**src/rtl/ccx_mem_rsp.sv**
```systemverilog
// Core-complex memory responder: range-checks bus requests, drives a single-port SRAM
// and returns in-order responses through a small FIFO. Optional write protect: CCX_MEM_RSP_WPROT_EN.
module ccx_mem_rsp #(
   parameter int              AW        = 39,
   parameter int              DW        = 64,
   parameter logic [AW-1:0]   BASE      = 39'h00010000,
   parameter logic [AW-1:0]   SIZE      = 39'h0000FFFF,
   parameter int              DEPTH     = 8192,
   parameter int              RSP_DEPTH = 4,
   localparam int             SAW       = $clog2(DEPTH)
) (
   input  logic              g_clk,
   input  logic              g_resetn,
   input  logic              mem_req,
   output logic              mem_gnt,
   input  logic              mem_wen,
   input  logic [DW/8-1:0]   mem_strb,
   input  logic [AW-1:0]     mem_addr,
   input  logic [DW-1:0]     mem_wdata,
`ifdef CCX_MEM_RSP_WPROT_EN
   input  logic              mem_wprot,
`endif
   output logic              mem_ack,
   input  logic              mem_recv,
   output logic [DW-1:0]     mem_rdata,
   output logic              mem_error,
   output logic              sram_cen,
   output logic              sram_wen,
   output logic [DW/8-1:0]   sram_strb,
   output logic [SAW-1:0]    sram_addr,
   output logic [DW-1:0]     sram_wdata,
   input  logic [DW-1:0]     sram_rdata
);

   localparam int              OB       = $clog2(DW/8);
   localparam int              PW       = (RSP_DEPTH > 1) ? $clog2(RSP_DEPTH) : 1;
   localparam int              CW       = $clog2(RSP_DEPTH + 1);
   localparam logic [CW:0]     DEPTH_C  = (CW+1)'(RSP_DEPTH);
   localparam logic [PW-1:0]   LAST_PTR = PW'(RSP_DEPTH - 1);

   logic [AW-1:0] offset;
   logic          addrHit;
   logic          wprotHit;
   logic          accept;
   logic          push;
   logic          pop;
   logic [CW:0]   occupancy;
   logic [DW-1:0] pushData;

   logic          s1Valid_q, s1Valid_d;
   logic          s1Read_q,  s1Read_d;
   logic          s1Err_q,   s1Err_d;
   logic [CW-1:0] count_q,   count_d;
   logic [PW-1:0] wrPtr_q,   wrPtr_d;
   logic [PW-1:0] rdPtr_q,   rdPtr_d;
   logic [DW-1:0] fifoData_q [RSP_DEPTH];
   logic          fifoErr_q  [RSP_DEPTH];

   assign offset  = mem_addr - BASE;
   assign addrHit = (mem_addr >= BASE) && (offset <= SIZE);

`ifdef CCX_MEM_RSP_WPROT_EN
   assign wprotHit = mem_wen && mem_wprot;
`else
   assign wprotHit = 1'b0;
`endif

   // The access in stage 1 is counted so its response always has a FIFO slot.
   assign occupancy = {1'b0, count_q} + {{CW{1'b0}}, s1Valid_q};
   assign mem_gnt   = g_resetn && (occupancy < DEPTH_C);
   assign accept    = mem_req && mem_gnt;

   assign sram_cen   = accept && addrHit && !wprotHit;
   assign sram_wen   = sram_cen && mem_wen;
   assign sram_strb  = sram_wen ? mem_strb : '0;
   assign sram_addr  = SAW'(offset >> OB);
   assign sram_wdata = mem_wdata;

   always_comb begin
      s1Valid_d = accept;
      s1Read_d  = !mem_wen;
      s1Err_d   = !addrHit || wprotHit;
   end

   assign push     = s1Valid_q;
   assign pop      = (count_q != '0) && mem_recv;
   assign pushData = (s1Read_q && !s1Err_q) ? sram_rdata : '0;

   always_comb begin
      wrPtr_d = wrPtr_q;
      rdPtr_d = rdPtr_q;
      count_d = count_q;
      if (push) begin
         wrPtr_d = (wrPtr_q == LAST_PTR) ? '0 : wrPtr_q + PW'(1);
      end
      if (pop) begin
         rdPtr_d = (rdPtr_q == LAST_PTR) ? '0 : rdPtr_q + PW'(1);
      end
      case ({push, pop})
         2'b10:   count_d = count_q + CW'(1);
         2'b01:   count_d = count_q - CW'(1);
         default: count_d = count_q;
      endcase
   end

   always_ff @(posedge g_clk or negedge g_resetn) begin
      if (!g_resetn) begin
         s1Valid_q <= 1'b0;
         s1Read_q  <= 1'b0;
         s1Err_q   <= 1'b0;
         count_q   <= '0;
         wrPtr_q   <= '0;
         rdPtr_q   <= '0;
      end else begin
         s1Valid_q <= s1Valid_d;
         s1Read_q  <= s1Read_d;
         s1Err_q   <= s1Err_d;
         count_q   <= count_d;
         wrPtr_q   <= wrPtr_d;
         rdPtr_q   <= rdPtr_d;
      end
   end

   // Storage needs no reset: outputs are masked whenever the FIFO is empty.
   always_ff @(posedge g_clk) begin
      if (push) begin
         fifoData_q[wrPtr_q] <= pushData;
         fifoErr_q[wrPtr_q]  <= s1Err_q;
      end
   end

   assign mem_ack   = (count_q != '0);
   assign mem_rdata = mem_ack ? fifoData_q[rdPtr_q] : '0;
   assign mem_error = mem_ack && fifoErr_q[rdPtr_q];

endmodule

```
**config.mk**
```make
export PLATFORM = sky130hd
export DESIGN_NAME = ccx_mem_rsp
export DESIGN_NICKNAME = d
export VERILOG_FILES = /design/src/rtl/ccx_mem_rsp.sv
export SDC_FILE = /design/constraint.sdc
export NUM_CORES = 1
export LEC_CHECK = 0
export CORE_AREA = 2 2 218 113
export CTS_CLUSTER_SIZE = 12
export DETAILED_ROUTE_END_ITERATION = 8
export DIE_AREA = 0 0 220 115
export PLACE_DENSITY = 0.85
export SETUP_SLACK_MARGIN = 0.02
export SLEW_MARGIN = 20
export SYNTH_ARGS = -nofsm -noshare
export SYNTH_HDL_FRONTEND = slang
export SYNTH_SLANG_ARGS = --single-unit
```
**constraint.sdc**
```tcl
create_clock -name g_clk -period 3.8 [get_ports g_clk]
set_input_delay 0.57 -clock g_clk [delete_from_list [all_inputs] [get_ports g_clk]]
set_output_delay 0.57 -clock g_clk [all_outputs]
set_load 0.005 [all_outputs]
```
==> impl_metrics.tcl, run 1 <==
set metrics [dict create \
    place_congestion 0.929 \
    io_pins 334 \
    initial_core_util_pct 50.9 \
    tns_ns -0.142 \
    cp.arrival_ns 3.30 \
    vias 6492 \
    start_kind "input port" \
    grt_pass1_vias 6742 \
    synth_xor_area_share_pct 0.441 \
    tightest_slew_ns 1.03 \
    p_clk_share_pct 27.3 \
    combPwrFrac_pct 30.5 \
    ys_seq_elements 270 \
    vdd_drop_max_uv 331 \
    p_sw_share_pct 26.0 \
    power.internal_mw 6.42 \
    synth_ff_type "edfxtp_1" \
    hp-class "in2async" \
    critPathMaxStageDelay_ns 0.55 \
    finalHoldWorstSlack_ns 0.452 \
    yosysWarnings 0 \
    crit_family "buffers and inverters" \
    synth_top_family_by_area "multiplexers" \
    power_frac_seq_pct 42.2 \
    path_class "in2out" \
    antenna_found_initial 1 \
    p_per_area_mw_per_mm2 587 \
    clock_sinks 270 \
    placementRows 40 \
    areaGrowthSynthToFinish_pct 23.8 \
    synth_compound_area_share_pct 1.40 \
    max_slew_margin_pct 31.3 \
    synthMuxAreaShare_pct 12.5 \
    async_reset_ff_share_pct 3.70 \
    drc_errors 0 \
    min_period_ns 3.87 \
    synth_common_cells "edfxtp_1, and2_1, buf_4, mux4_2, clkbuf_1" \
    synth.area.top_cells "edfxtp_1, mux4_2, and2_1" \
    finalMaxSlewViolations 0 \
    clock-skew-final_ns 0.00909 \
    ys_seq_area_share_pct 67.6 \
    wl_per_cell_um 22.2 \
    synth.most_common_cell "edfxtp_1" \
    synth_top_area_share_pct 65.5 \
    hpwl_um 16500 \
    setup_ws_ns -0.0741 \
    grtUsageTotal_pct 20.9 \
    rsz0062_at_grt "yes" \
    yosysTopAreaCell "edfxtp_1" \
    status "finished, violations left" \
    h-tree-depth 1 \
    cts_buffers 26 \
    final_antenna_net_count 0 \
    chipHeight_um 115 \
    crit_required_ns 3.23 \
    final_core_util_pct 63.0 \
    cp-end-kind "primary output" \
    drive_gt1_share_pct 17.5 \
    period_share_pct 102 \
    firstDrtPassIters 5 \
    crit_slowest_cell "nor4_1" \
    avgSynthCellArea_um2 17.1 \
    cts.clk_slew.worst_paths_ns 0.06 \
    syn_inst 697 \
    worstPathCellList "clkdlybuf4s50_1, nand4_1, nor4_1, o221ai_1, a21oi_1, o2111ai_2, buf_6, nor3_2, clkdlybuf4s50_1" \
    dieArea_mm2 0.0253 \
    tritoncts "yes" \
    drt_iter0_markers 520 \
    portBuffers 205 \
    fp.coreArea_mm2 0.0234 \
    root_buffer "clkbuf_16" \
    drt-total-wl_um 26200 \
    synth_simple_gate_area_share_pct 10.7 \
    cp_num_buf_inv 3 \
    dieWidth_um 220 \
    syn_area_mm2 0.0119 \
    insertion_delay_ns 0.52 \
    final_nets 1033 \
    hold_viol_final 0 \
    nFillCells 1673 \
    drv_cap 0 \
    critical_path.most_common_cell "clkdlybuf4s50_1" \
    crit_fanout 11 \
    synth_edf_count 260 \
    syn_nets 886 \
    grt_max_degree 66 \
    power.leakage_nw 5.34 \
    max_freq_mhz 258 \
    total_power_mw 8.67 \
    synth.distinct_cells 50 \
    clockBufferDepth 3 \
    synthAdderAreaFrac_pct 1.01 \
    violations "negative setup slack" \
    grt_pass1_wl_um 39300 \
    setup_viol 2 \
    p_switching_mw 2.25 \
    viasPerCell 5.50 \
    gr-total-overflow 0 \
]
[flip-flops by register name (all words and copies together), names as in the netlist]
register / flops
push: 1
s1Read_q: 1
rdPtr_q: 2
fifoData_q: 256
s1Err_q: 1
fifoErr_q: 4
wrPtr_q: 2
count_q: 3
[final cells by class]
type	count	area (um2)	share of cell area [%]
antenna	1	2.50	0.0169
clock buffer	47	761	5.15
clock inverter	1	5.00	0.0339
inverter	13	48.8	0.331
multi-input combinational	304	3170	21.5
sequential	270	8070	54.6
tap	315	394	2.67
timing repair buffer	229	2310	15.7
[power groups by stage]
stage / logic, mW / registers (mW) / clock network (mW)
after floorplan: 1.53 / 3.53 / 0
after global placement: 2.64 / 3.72 / 0
after detailed placement: 2.67 / 3.73 / 0
after CTS: 2.69 / 3.67 / 2.41
after global routing: 2.85 / 3.69 / 2.55
final: 2.64 / 3.66 / 2.37
[metrics by stage]
stage               std cells  setup WS, ns  cell area [um2]
global placement         1127      -0.00790            13900
global route             1180        -0.161            14800
detailed placement       1127       -0.0589            13900
floorplan                 697          1.09            11900
CTS                      1176       0.00799            14700
finish                   1180       -0.0741            14800
[path summary, 6_finish.rpt]
| check | depth (start not counted) | slack (ns) | to | startpoint |
|---|---|---|---|---|
| setup / recovery | 9 | -0.07 | sram_strb[1] | mem_addr[3] |
| hold / removal | 2 | 0.45 | count_q[0]$_DFFE_PN0P_ | g_resetn |
| setup reg to reg | 9 | 1.44 | count_q[2]$_DFFE_PN0P_ | count_q[0]$_DFFE_PN0P_ |
| hold reg to reg | 1 | 0.51 | count_q[2]$_DFFE_PN0P_ | count_q[2]$_DFFE_PN0P_ |
| max in group asynchronous | 2 | 3.19 | rdPtr_q[0]$_DFFE_PN0P_ | g_resetn |
| min in group g_clk | 1 | 0.51 | count_q[2]$_DFFE_PN0P_ | count_q[2]$_DFFE_PN0P_ |
[metal layers]
metal  wire (um)  track usage (%)  vias up
met3        2240             6.32       33
met1       11800             30.7     3270
met5           0                0        -
met2       11800             31.6      313
li1            -                -     2876
met4         318             3.53        0
[cells by family (layout without fill, tap and decap cells)]
kind of cell             Yosys count  count (layout)
flip-flops                       270             270
AND/OR/NAND/NOR                  201             201
buffers and inverters            123             290
multiplexers                      67              67
AO/OA/AOI/OAI                     21              21
adder cells (fa/ha/maj)            9               9
XOR/XNOR                           6               6
other                              0               1
[layout by cell type (no fill, tap or decap), types with 8 or more instances in the layout]
cell type	Yosys	routed
dlymetal6s2s_1	0	13
clkbuf_1	21	19
clkdlybuf4s50_1	0	192
dfrtp_1	10	8
buf_4	78	18
and2_1	134	130
edfxtp_1	260	260
mux4_2	65	65
clkbuf_16	0	27
inv_1	12	12
nand3_1	12	12
nor2_1	10	9
nor3_2	9	10
[worst register-to-register path, stage by stage (launching register included)]
cell and delay [ns]:
dfrtp_1 0.42, or3_2 0.70, nand2_1 0.25, inv_1 0.06, ha_1 0.21, inv_1 0.08, fa_1 0.17, xor2_1 0.14
nor2_1 0.06, xor2_1 0.14
[repair_timing]
action                                  4_1_cts  5_1_grt
resized for setup                             5       22
endpoints found under the setup margin       10       10
hold buffers                                  0        0
cloned                                        0        1
hold endpoints to repair                      0        0
pin swaps                                     2        5
setup buffers                                 1        2
(Power assumes the default switching activity.)
==> run 2, diff against run 1 <==
SLEW_MARGIN = unset   (was 20)
==> results of run 2 <==
Final layout, timing and power as in run 1 (identical DEF).
